## src/rtl/ws2812_encoder_pkg.sv

```systemverilog
// Shared timing defaults and encoder state encoding for the WS2812 serial encoder.
package pipeline_types;

    localparam int T0H_CYC_DEF    = 20;
    localparam int T1H_CYC_DEF    = 40;
    localparam int TBIT_CYC_DEF   = 63;
    localparam int TRESET_CYC_DEF = 2500;

    typedef enum logic [1:0] {
        ST_IDLE,
        ST_HIGH,
        ST_LOW,
        ST_LATCH
    } enc_state_t;

endpackage

```

## src/rtl/ws2812_encoder_if.sv

```systemverilog
// Load/done link between the encoder FSM (master) and its shared phase timer (slave).
interface ws2812_encoder_if #(
    parameter int CNT_W = 12
);
    logic             load;
    logic [CNT_W-1:0] load_val;
    logic             done;

    modport master (output load, output load_val, input done);
    modport slave  (input load, input load_val, output done);
endinterface

```

## src/rtl/ws2812_phase_timer.sv

```systemverilog
// Loadable down-counter; done is high while the count sits at zero, so a load of N-1 spans N cycles.
module ws2812_phase_timer #(
    parameter int CNT_W = 12
) (
    input  logic                    clk,
    input  logic                    rst_n,
    ws2812_encoder_if.slave         tmr
);

    logic [CNT_W-1:0] cnt;

    always_ff @(posedge clk or negedge rst_n) begin
        if (!rst_n) begin
            cnt <= '0;
        end else if (tmr.load) begin
            cnt <= tmr.load_val;
        end else if (cnt != '0) begin
            cnt <= cnt - 1'b1;
        end
    end

    assign tmr.done = (cnt == '0);

endmodule

```

## src/rtl/ws2812_encoder.sv

```systemverilog
// WS2812 pixel encoder: serialises 24-bit GRB words MSB first and inserts latch gaps on request.
module ws2812_encoder
    import pipeline_types::*;
#(
    parameter int T0H_CYC    = T0H_CYC_DEF,
    parameter int T1H_CYC    = T1H_CYC_DEF,
    parameter int TBIT_CYC   = TBIT_CYC_DEF,
    parameter int TRESET_CYC = TRESET_CYC_DEF
) (
    input  logic        i_clk,
    input  logic        i_reset_n,
    input  logic [23:0] i_pixel,
    input  logic        i_pixel_valid,
    output logic        o_pixel_ready,
    input  logic        i_latch,
    output logic        o_dout,
    output logic        o_busy
);

    localparam int CNT_MAX = (TBIT_CYC > TRESET_CYC) ? TBIT_CYC : TRESET_CYC;
    localparam int CNT_W   = $clog2(CNT_MAX + 1);

    // Timer load values are one less than the phase length.
    localparam logic [CNT_W-1:0] T0H_LD  = CNT_W'(T0H_CYC - 1);
    localparam logic [CNT_W-1:0] T1H_LD  = CNT_W'(T1H_CYC - 1);
    localparam logic [CNT_W-1:0] T0L_LD  = CNT_W'(TBIT_CYC - T0H_CYC - 1);
    localparam logic [CNT_W-1:0] T1L_LD  = CNT_W'(TBIT_CYC - T1H_CYC - 1);
    localparam logic [CNT_W-1:0] TRST_LD = CNT_W'(TRESET_CYC - 1);

    enc_state_t  state;
    logic [23:0] shreg;
    logic [4:0]  idx;
    logic        pending;
    logic        dout_q;
    logic        busy_q;
    logic        accept;
    logic        last_bit_end;

    ws2812_encoder_if #(.CNT_W(CNT_W)) tmr_if ();

    ws2812_phase_timer #(.CNT_W(CNT_W)) u_timer (
        .clk   (i_clk),
        .rst_n (i_reset_n),
        .tmr   (tmr_if.slave)
    );

    assign last_bit_end  = (state == ST_LOW) && tmr_if.done && (idx == 5'd0);
    assign o_pixel_ready = (state == ST_IDLE) || (last_bit_end && !pending);
    assign accept        = i_pixel_valid && o_pixel_ready;
    assign o_dout        = dout_q;
    assign o_busy        = busy_q;

    always_comb begin
        tmr_if.load     = 1'b0;
        tmr_if.load_val = T0H_LD;
        unique case (state)
            ST_IDLE: begin
                if (accept) begin
                    tmr_if.load     = 1'b1;
                    tmr_if.load_val = i_pixel[23] ? T1H_LD : T0H_LD;
                end else if (i_latch) begin
                    tmr_if.load     = 1'b1;
                    tmr_if.load_val = TRST_LD;
                end
            end
            ST_HIGH: begin
                if (tmr_if.done) begin
                    tmr_if.load     = 1'b1;
                    tmr_if.load_val = shreg[23] ? T1L_LD : T0L_LD;
                end
            end
            ST_LOW: begin
                // shreg[22] is the next bit once this bit's shift takes effect.
                if (tmr_if.done) begin
                    if (idx != 5'd0) begin
                        tmr_if.load     = 1'b1;
                        tmr_if.load_val = shreg[22] ? T1H_LD : T0H_LD;
                    end else if (accept) begin
                        tmr_if.load     = 1'b1;
                        tmr_if.load_val = i_pixel[23] ? T1H_LD : T0H_LD;
                    end else if (pending || i_latch) begin
                        tmr_if.load     = 1'b1;
                        tmr_if.load_val = TRST_LD;
                    end
                end
            end
            ST_LATCH: begin
                tmr_if.load = 1'b0;
            end
            default: begin
                tmr_if.load = 1'b0;
            end
        endcase
    end

    always_ff @(posedge i_clk or negedge i_reset_n) begin
        if (!i_reset_n) begin
            state   <= ST_IDLE;
            shreg   <= '0;
            idx     <= '0;
            pending <= 1'b0;
            dout_q  <= 1'b0;
            busy_q  <= 1'b0;
        end else begin
            unique case (state)
                ST_IDLE: begin
                    if (accept) begin
                        shreg  <= i_pixel;
                        idx    <= 5'd23;
                        state  <= ST_HIGH;
                        dout_q <= 1'b1;
                        busy_q <= 1'b1;
                    end else if (i_latch) begin
                        state  <= ST_LATCH;
                        busy_q <= 1'b1;
                    end
                end
                ST_HIGH: begin
                    pending <= pending | i_latch;
                    if (tmr_if.done) begin
                        state  <= ST_LOW;
                        dout_q <= 1'b0;
                    end
                end
                ST_LOW: begin
                    pending <= pending | i_latch;
                    if (tmr_if.done) begin
                        if (idx != 5'd0) begin
                            idx    <= idx - 5'd1;
                            shreg  <= {shreg[22:0], 1'b0};
                            state  <= ST_HIGH;
                            dout_q <= 1'b1;
                        end else if (accept) begin
                            shreg  <= i_pixel;
                            idx    <= 5'd23;
                            state  <= ST_HIGH;
                            dout_q <= 1'b1;
                        end else if (pending || i_latch) begin
                            state <= ST_LATCH;
                        end else begin
                            state  <= ST_IDLE;
                            busy_q <= 1'b0;
                        end
                    end
                end
                ST_LATCH: begin
                    if (tmr_if.done) begin
                        state   <= ST_IDLE;
                        busy_q  <= 1'b0;
                        pending <= 1'b0;
                    end
                end
                default: begin
                    state <= ST_IDLE;
                end
            endcase
        end
    end

endmodule

```

## config.mk

```make
export PLATFORM = sky130hd
export DESIGN_NAME = ws2812_encoder
export DESIGN_NICKNAME = d
export VERILOG_FILES = /design/src/rtl/ws2812_encoder_pkg.sv /design/src/rtl/ws2812_encoder_if.sv /design/src/rtl/ws2812_phase_timer.sv /design/src/rtl/ws2812_encoder.sv
export SDC_FILE = /design/constraint.sdc
export NUM_CORES = 1
export LEC_CHECK = 0
export CAP_MARGIN = 0
export CORE_ASPECT_RATIO = 1.4
export CORE_MARGIN = 1
export CORE_UTILIZATION = 30
export CTS_BUF_LIST = sky130_fd_sc_hd__clkbuf_4
export DETAILED_ROUTE_END_ITERATION = 12
export GPL_TIMING_DRIVEN = 0
export HOLD_SLACK_MARGIN = 0.15
export PLACE_DENSITY_LB_ADDON = 0.3
export SLEW_MARGIN = 10
export SYNTH_ARGS = -nofsm -noshare
export SYNTH_HDL_FRONTEND = slang
export SYNTH_HIERARCHICAL = 1
export SYNTH_SLANG_ARGS = --single-unit
```

## constraint.sdc

```tcl
create_clock -name i_clk -period 2.8 [get_ports i_clk]
set_clock_uncertainty 0.1 [all_clocks]
set_input_delay 0.28 -clock i_clk [delete_from_list [all_inputs] [get_ports i_clk]]
set_output_delay 0.28 -clock i_clk [all_outputs]
set_load 0.05 [all_outputs]
```

# After elaboration in Yosys (flattened, before gate mapping)
# Cells that the tools add are included.
# classes
n_addsub	2
n_eq_ne	10
muxes	51
n_bitwise	1
n_reduce_logical	23
# ops
op	count
2-to-1 mux 12 bit	8
2-to-1 mux 24 bit	3
one-hot mux 24 bit (2 select lines)	1
one-hot mux 12 bit (3 select lines)	1
2-to-1 mux 6 bit	4
2-to-1 mux 1 bit	17
2-to-1 mux 2 bit	8
2-to-1 mux 5 bit	3
logical NOT 12 bit	1
inequality test 2 bit (second input constant)	6
nonzero test 12 bit	1
subtractor 12 x 1 -> 12 bit (second input constant)	1
one-hot mux 5 bit (2 select lines)	1
one-hot mux 2 bit (4 select lines)	1
AND reduction 7 bit	1
one-hot mux 1 bit (3 select lines)	2
nonzero test 2 bit	3
nonzero test 3 bit	2
logical NOT 5 bit	1
nonzero test 5 bit	1
subtractor 5 x 1 -> 5 bit (second input constant)	1
== test 2 bit (second input constant)	2
logical AND 1 bit	4
one-hot mux 1 bit (4 select lines)	1
11 further kinds	13
# word_totals
register_bits	46
input_bits	28
elab_cells	94

# Longest topological paths before layout
# Gate-level depths: netlist (run 1).
# depth
word_depth	11
mapped_depth	14
depth_no_buf	11

# By module
# Netlist (run 1), hierarchy kept.
# by_module_without_submodules
module	n_inst	cells_each	area_each_um2	seq_area_each_um2
ws2812_encoder	1	199	1979.4	850.8
ws2812_phase_timer	1	77	748.2	300.3

# Worst setup path after synthesis (run 1)
# OpenSTA, ideal clock, no wires.
# synth_timing
path_kind	register to register
from	register u_timer.cnt[0]
to	register u_timer.cnt[9]
t_arrival_ps	2756
setup_slack_ps	-203
stages_incl_launch_ff	15
n_path_buf	3
path_cell_list	dfrtp_1 -> inv_1 -> ha_1 -> nor4b_2 -> and4b_1 -> buf_6 -> buf_2 -> o21ai_0 -> a31oi_1 -> o21ai_0 -> a21oi_1 -> inv_1 -> clkbuf_1 -> o311ai_0 -> o311ai_1
# synth_via
elab_chain_cells	11
word_cells_on_any_way	22
classes_between	add/sub (1); mux (13); reduce/logical (8)
# synth_rtl
element	line_no	text
start: declaration	ws2812_phase_timer.sv:10	logic [CNT_W-1:0] cnt;
start signal: assignment	ws2812_phase_timer.sv:16	cnt <= tmr.load_val;
start signal: assignment	ws2812_phase_timer.sv:18	cnt <= cnt - 1'b1;
logical NOT 12 bit (*)	ws2812_phase_timer.sv:22	assign tmr.done = (cnt == '0);
named net tmr_if.done	ws2812_encoder_if.sv:7	logic done;
logical AND 1 bit (2 in series)	ws2812_encoder.sv:47	assign last_bit_end = (state == ST_LOW) && tmr_if.done && (idx == 5'd0);
logical AND 1 bit	ws2812_encoder.sv:48	assign o_pixel_ready = (state == ST_IDLE) || (last_bit_end && !pending);
logical OR 1 bit	ws2812_encoder.sv:48	
logical AND 1 bit	ws2812_encoder.sv:49	assign accept = i_pixel_valid && o_pixel_ready;
2-to-1 mux 1 bit	ws2812_encoder.sv:78	end else if (accept) begin
2-to-1 mux 1 bit	ws2812_encoder.sv:75	if (idx != 5'd0) begin
2-to-1 mux 1 bit	ws2812_encoder.sv:74	if (tmr_if.done) begin
one-hot mux 1 bit (4 select lines) (*)	ws2812_encoder.sv:56	unique case (state)
named net tmr_if.load	ws2812_encoder_if.sv:5	logic load;
2-to-1 mux 12 bit / nonzero test 2 bit (equally long branches)	--	
# Mark *: on every way through the listed nets, which the timed path passes. The rest lies on a longest branch. The select of a mux whose other input is x is not followed.
# A chain may end at the register's enable or synchronous reset.

# Worst setup path after layout (run 1)
# layout_timing
from	register u_timer.cnt[0]
to	output o_pixel_ready
# layout_via
elab_chain_cells	5
# layout_rtl
element	line_no	text
logical NOT 12 bit	ws2812_phase_timer.sv:22	
named net tmr_if.done	ws2812_encoder_if.sv:7	
logical AND 1 bit (2 in series)	ws2812_encoder.sv:47	
logical AND 1 bit	ws2812_encoder.sv:48	
logical OR 1 bit	ws2812_encoder.sv:48	
end: declaration	ws2812_encoder.sv:14	output logic o_pixel_ready,
# The timed path passes the listed nets, and every way through them passes these cells.

==> results of run 1 <==
## placed cells by master, fill, tap and decap left out, types with 4 or more instances in the layout
cell type / instances
sky130_fd_sc_hd__a21o_1: 6
sky130_fd_sc_hd__a21o_2: 13
sky130_fd_sc_hd__a21oi_1: 18
sky130_fd_sc_hd__a22o_1: 16
sky130_fd_sc_hd__a31oi_1: 4
sky130_fd_sc_hd__buf_2: 4
sky130_fd_sc_hd__buf_4: 15
sky130_fd_sc_hd__buf_6: 4
sky130_fd_sc_hd__clkbuf_1: 5
sky130_fd_sc_hd__clkbuf_4: 6
sky130_fd_sc_hd__clkdlybuf4s50_1: 28
sky130_fd_sc_hd__dfrtp_1: 46
sky130_fd_sc_hd__ha_1: 7
sky130_fd_sc_hd__inv_1: 14
sky130_fd_sc_hd__nand2_1: 21
sky130_fd_sc_hd__nor2_1: 10
sky130_fd_sc_hd__nor2b_1: 4
sky130_fd_sc_hd__nor3_1: 5
sky130_fd_sc_hd__o21ai_0: 13
sky130_fd_sc_hd__o21ai_1: 4
sky130_fd_sc_hd__o22ai_1: 5
sky130_fd_sc_hd__o31ai_1: 5
## worst reg2reg max path: cells and delay by family (launching register included)
family / cells / cell delay (ns)
adder cells (fa/ha/maj): 1 / 0.14
AND/OR/NAND/NOR: 3 / 0.50
AO/OA/AOI/OAI: 5 / 0.93
buffers and inverters: 4 / 0.50
flip-flops: 1 / 0.41
## flip-flops by register name (all words and copies together) (netlist names)
signal / cells
state: 2
idx: 5
pending: 1
o_dout: 1
shreg: 24
o_busy: 1
u_timer/cnt: 12
## power by group through the flow
stage,clock network [mW],registers (mW),logic [mW]
CTS,0.359,1.16,1.52
global placement,0,1.16,1.39
detailed placement,0,1.17,1.42
floorplan,0,1.14,1.08
global route,0.378,1.20,1.77
finish,0.341,1.16,1.59
## logic make-up after synthesis
family | Yosys count | share of synthesized area
adder cells (fa/ha/maj) | 8 | 0.03670
AO/OA/AOI/OAI | 118 | 0.3284
AND/OR/NAND/NOR | 66 | 0.1413
buffers and inverters | 33 | 0.05826
other | 2 | 0.002753
XOR/XNOR | 2 | 0.006423
flip-flops | 46 | 0.4220
multiplexers | 1 | 0.004128
## repair_timing
action                                  CTS  global route
hold buffers                              1             0
endpoints found under the setup margin   37            33
setup buffers                             6             8
endpoints found under the hold margin    46             0
gates resized for setup                  17            11
pin swaps                                 3             6
## path summary, 6_finish.rpt
| check | start | to | slack [ns] | cells past startpoint |
|---|---|---|---|---|
| max in group asynchronous | i_reset_n | shreg[0] | 1.81 | 3 |
| max | u_timer/cnt[0] | o_pixel_ready | 0.13 | 9 |
| min in group i_clk | i_pixel[20] | shreg[20] | 0.32 | 3 |
| min reg2reg | idx[0] | idx[0] | 0.42 | 1 |
| min | i_reset_n | u_timer/cnt[8] | 0.27 | 2 |
| max reg2reg | u_timer/cnt[0] | u_timer/cnt[11] | 0.13 | 13 |
## final cells by class
class                           count  share of cell area
Multi-Input combinational cell    198              0.4282
Sequential cell                    46              0.3372
Timing Repair Buffer               46              0.1254
Tap cell                          105             0.03849
Buffer                             16             0.03482
Inverter                           17             0.01870
Clock buffer                        6             0.01320
Clock inverter                      2            0.004032
## per-layer routing
layer	vias to the layer above	global-route usage	share of wire
li1	1138	-	-
met1	1099	0.1789	0.42
met2	61	0.2722	0.52
met3	12	0.02857	0.033
met4	0	0.05747	0.020
met5	-	0	0
## per-stage QoR
stage	setup TNS, ns	area, sq um	hold WS (ns)
final	0	3413	0.2707
after global routing	-0.01983	3413	0.3262
after CTS	0	3343	0.2845
after detailed placement	-9.490	3192	0.1697
after global placement	-11.74	3177	0.3895
after floorplan	0	2745	-0.1156
==> flow_summary.yaml, run 1 <==
status:
  run_status: "finished, final reports clean"
min_path:
  hold_path.class: "in2async"
synthesis:
  synth.area.top_cells: "sky130_fd_sc_hd__dfrtp_1 (42%), sky130_fd_sc_hd__a22o_1 (5.1%), sky130_fd_sc_hd__a21o_2 (4.2%), sky130_fd_sc_hd__ha_1 (3.7%), sky130_fd_sc_hd__a21oi_1 (3.5%)"
  synth_area_per_cell_sq_um: 9.883
  yosys.cell_count.top_type: "sky130_fd_sc_hd__dfrtp_1"
  synth_top_area_share: 0.4220
  synth_edf_count: 0
  synth.cell_area_sq_um: 2728
  synth_top_cell_by_area: "sky130_fd_sc_hd__dfrtp_1"
  syn_inst: 276
  synth_sequential_area_ratio: 0.4220
  synth.lib_cells_used.distinct: 59
  yosysWarningCount: 6
  ys.flop_type: "sky130_fd_sc_hd__dfrtp_1"
  async_reset_ff_frac: 1.000
  synth-seq-cells: 46
  synthTopCellsByCount: "sky130_fd_sc_hd__dfrtp_1 (46), sky130_fd_sc_hd__nand2_1 (22), sky130_fd_sc_hd__a21oi_1 (19)"
setup_path:
  cp_max_fo: 7
  worstPathRequired_ns: 2.42
  worst_path_dominant_cell_family: "simple AND/OR/NAND/NOR gates"
  end_kind: "primary output"
  critPathSlowestCell: "sky130_fd_sc_hd__dfrtp_1"
  worst_path_largest_cell_delay_ns: 0.41
  crit_chain: "inv_2 > ha_4 > nor4b_4 > and4b_1 > buf_6 > buf_8 > nand2_2 > o31ai_4 > buf_4"
  cp_arrival_ns: 2.29
  worst_setup_path_start_kind: "register"
  buf_inv_stages_crit_path: 4
  worstSetupPathType: "reg2out"
drt:
  remaining_drc_errors: 0
  detailroute.via_count: 2310
  post_drt_wl_per_cell_um: 15.03
  routed_wirelength_um: 6554
  detailed_router_iteration_count_before_antenna_repair: 6
  route.antenna.remaining_nets: 0
  initial_drc_count: 82
  avgViaCountPerCell: 5.298
placed_design:
  detailedPlacementHpwl_um: 4643
  place_ws_ns: -0.6175
  dp.cells: 413
  io_buffers: 30
  place_congestion: 0.8457
finish:
  finalCoreUtilization: 0.3920
  share_of_layout_cells_above_drive_strength_1: 0.2145
  fillers: 915
  fin_nets: 366
  regArea_sq_um: 1151
  multi_input_area_sq_um: 1461
  stdcell_count: 436
  area_delta_synth_final_pct: 25.14
  inserted_diodes: 0
clocking:
  clk_path_buf_depth: 2
  cts.root.buffer_cell: "sky130_fd_sc_hd__clkbuf_4"
  h-tree-depth: 2
  tritoncts: "done"
  clock_sinks: 46
  numCtsBuffers: 5
  clock_insertion_delay_worst_skew_ns: 0.37
  cts.clk_slew.worst_paths_ns: 0.15
pwr:
  cell_internal_pwr_mw: 1.825
  switchingPower_mw: 1.270
  pwr-share-comb: 0.514
  ir_drop_uv: 352.7
  power_frac_seq: 0.376
  power_leakage_nw: 1.497
  power_share_of_the_clock_group: 0.110
  p_sw_frac: 0.4102
  power.density_nw_per_um2: 906.7
  finalPower_mw: 3.095
floorplanning:
  initial_core_util: 0.3132
  std_cell_rows: 40
  die_height_um: 114.8
  boundaryPins: 31
  floorplan.die_area_sq_um: 9482
  die-width_um: 82.59
  core_region_area_sq_um: 8708
global_route:
  grt_first_pass_wirelength_um: 11390
  largest_net_degree_at_the_start_of_global_routing: 29
  track_usage: 0.1532
  global_route.overflow_total: 0
  number_of_global_route_vias_before_repair: 2467
  antenna_found_initial: 0
sta:
  timing.final.crit_period_ns: 2.674
  final_min_period_over_clock_period: 0.9549
  final_hold_viol_count: 0
  worst_slack_ns: 0.1262
  timing.max_slew.rel_slack: 0.5990
  setup_viol: 0
  fmaxAchievable_mhz: 374.0
  worst-slew-pin-transition_ns: 0.5965
  report.final.slew_viol_count: 0
flow_run:
  max_cap_viol_count: 0
No activity file was read; power rests on OpenSTA's default activity.
==> run 2: changes to the inputs <==
--- a/config.mk
+++ b/config.mk
@@ -6,6 +6,8 @@
 export NUM_CORES = 1
 export LEC_CHECK = 0
 export CAP_MARGIN = 0
+export CELL_PAD_IN_SITES_DETAIL_PLACEMENT = 1
+export CELL_PAD_IN_SITES_GLOBAL_PLACEMENT = 2
 export CORE_ASPECT_RATIO = 1.4
 export CORE_MARGIN = 1
 export CORE_UTILIZATION = 30
==> flow_summary.yaml, run 2 (synthesized netlist as in run 1, its figures left out) <==
finish:
  top_library_cells_by_usage_in_the_layout_fill_and_taps_aside: "sky130_fd_sc_hd__dfrtp_1 (46), sky130_fd_sc_hd__clkdlybuf4s50_1 (28), sky130_fd_sc_hd__nand2_1 (21), sky130_fd_sc_hd__buf_4 (19), sky130_fd_sc_hd__a21oi_1 (18)"
  final_design_area_no_fill_sq_um: 3496
  fillers: 1020
  fin_nets: 372
  finalCoreUtilization: 0.4014
  number_of_flip_flops_in_the_largest_register: 24
  final_common_cell: "sky130_fd_sc_hd__dfrtp_1"
  inserted_diodes: 0
  share_of_layout_cells_above_drive_strength_1: 0.2232
  regMostFlops: "shreg"
  reg.largest.list: "shreg (24), u_timer/cnt (12), idx (5)"
  area_delta_synth_final_pct: 28.17
  stdcell_count: 441
pwr:
  p_sw_frac: 0.3982
  finalPower_mw: 3.229
  power.density_nw_per_um2: 923.7
  switchingPower_mw: 1.286
  power_share_of_the_clock_group: 0.122
  ir_drop_uv: 341.1
  cell_internal_pwr_mw: 1.943
  pwr-share-comb: 0.519
  power_leakage_nw: 1.548
  power_frac_seq: 0.359
setup_path:
  worst_path_largest_cell_delay_ns: 0.42
  critical_path.reg2reg.endpoint: "u_timer/cnt[9]"
  crit_chain: "inv_2 > ha_4 > nor4b_4 > and4b_1 > buf_6 > buf_8 > o21ai_1 > a31oi_2 > o21ai_1 > a21oi_2 > inv_1 > clkbuf_8 > o311ai_1 > o311ai_1"
  worstPathRequired_ns: 2.93
  worstSetupPathType: "reg2reg"
  buf_inv_stages_crit_path: 5
  r2r.worst_path.cells: 14
  cp_max_fo: 10
  worst_setup_path_start_kind: "register"
  critPathSlowestCell: "sky130_fd_sc_hd__dfrtp_1"
  cp_arrival_ns: 2.84
  reg2reg_from: "u_timer/cnt[1]"
  ff2ff_setup_slack_ns: 0.1
  end_kind: "register"
  worst_path_dominant_cell_family: "compound AO/OA/AOI/OAI gates"
clocking:
  numCtsBuffers: 5
  clock_insertion_delay_worst_skew_ns: 0.36
  cts.root.buffer_cell: "sky130_fd_sc_hd__clkbuf_4"
  cts.clk_slew.worst_paths_ns: 0.14
  tritoncts: "done"
  clock_sinks: 46
  h-tree-depth: 2
  clk_path_buf_depth: 2
drt:
  route.antenna.remaining_nets: 0
  avgViaCountPerCell: 5.374
  detailed_router_iteration_count_before_antenna_repair: 4
  detailroute.via_count: 2370
  post_drt_wl_per_cell_um: 16.54
  initial_drc_count: 62
  remaining_drc_errors: 0
  routed_wirelength_um: 7295
global_route:
  met3_usage: 0.03095
  globalRouteMet2Util: 0.3163
  number_of_global_route_vias_before_repair: 2507
  use_met1: 0.1840
  grt_most_used_layer: "met2"
  global_route.overflow_total: 0
  antenna_found_initial: 0
  track_usage: 0.1676
  grt_first_pass_wirelength_um: 12110
  largest_net_degree_at_the_start_of_global_routing: 25
sta:
  timing.max_slew.rel_slack: 0.5629
  holdWs_ns: 0.3405
  worst_slack_ns: 0.09701
  setup_viol: 0
  timing.final.crit_period_ns: 2.703
  report.final.slew_viol_count: 0
  final_hold_viol_count: 0
  final_min_period_over_clock_period: 0.9654
  setup_total_negative_slack_ns: 0
  rsz_0062_raised_after_global_routing: "true"
  fmaxAchievable_mhz: 370.0
  worst-slew-pin-transition_ns: 0.6556
placed_design:
  io_buffers: 30
  post_place_cell_area_sq_um: 3199
  dp.cells: 413
  place_congestion: 0.7984
  place_ws_ns: -0.7196
  detailedPlacementHpwl_um: 5223
flow_run:
  max_cap_viol_count: 0
floorplanning:
  boundaryPins: 31
  floorplan.die_area_sq_um: 9482
  die-width_um: 82.59
  initial_core_util: 0.3132
  core_region_area_sq_um: 8708
  die_height_um: 114.8
  std_cell_rows: 40
min_path:
  min_to: "shreg[21]"
  hold-path-cell-count: 3
  timing.hold.worst.start: "i_pixel[21]"
  hold_path.class: "in2reg"
status:
  run_status: "finished, final reports clean"
run 2: cell count changes in the layout (fill, tap and decap cells not counted), sizes merged:
cell	before	now
bufinv	0	1
buf	26	31
clkinv	2	1
run 2: worst max path at each step:
| stage | to | from | slack [ns] | cells past startpoint |
|---|---|---|---|---|
| 3_3_place_gp | o_pixel_ready | u_timer/cnt[0] | -0.68 | 9 |
| 3_5_place_dp | u_timer/cnt[9] | u_timer/cnt[0] | -0.72 | 14 |
| 5_1_grt | u_timer/cnt[10] | u_timer/cnt[1] | -0.04 | 15 |
| 6_report | u_timer/cnt[9] | u_timer/cnt[1] | 0.1 | 14 |
| 4_1_cts | u_timer/cnt[4] | u_timer/cnt[0] | 0.01 | 11 |
| 2_1_floorplan | u_timer/cnt[9] | u_timer/cnt[0] | 0.007 | 14 |
run 2: per-layer routing:
layer	vias up	wire [um]
met5	-	0
met3	7	194
li1	1150	-
met2	38	4026
met1	1175	2958
met4	0	116
run 2: timing repair:
action / 4_1_cts / 5_1_grt
pin swaps: 3 / 6
gates resized for setup: 20 / 10
endpoints found under the setup margin: 38 / 33
hold endpoints to repair: 23 / 0
setup buffers: 10 / 10
hold buffers: 1 / 0
run 2: area by class of cell:
type	instances	area [sq um]	area share
Multi-Input combinational cell	198	1473	0.4213
Clock buffer	5	37.54	0.01074
Inverter	17	63.81	0.01825
Timing Repair Buffer	52	488.0	0.1396
Buffer	16	117.6	0.03364
Clock inverter	2	33.78	0.009664
Tap cell	105	131.4	0.03758
Sequential cell	46	1151	0.3293
run 2: worst min-delay path: stages:
cell and delay (ns):
sky130_fd_sc_hd__clkdlybuf4s50_1 0.39, sky130_fd_sc_hd__inv_1 0.05, sky130_fd_sc_hd__a21oi_1 0.05
run 2: power by group through the flow:
stage / Combinational, mW / Sequential (mW) / Clock [mW]
after global routing: 1.86 / 1.20 / 0.435
after CTS: 1.60 / 1.16 / 0.414
after global placement: 1.43 / 1.17 / 0
final: 1.68 / 1.16 / 0.393
after detailed placement: 1.46 / 1.17 / 0
after floorplan: 1.08 / 1.14 / 0
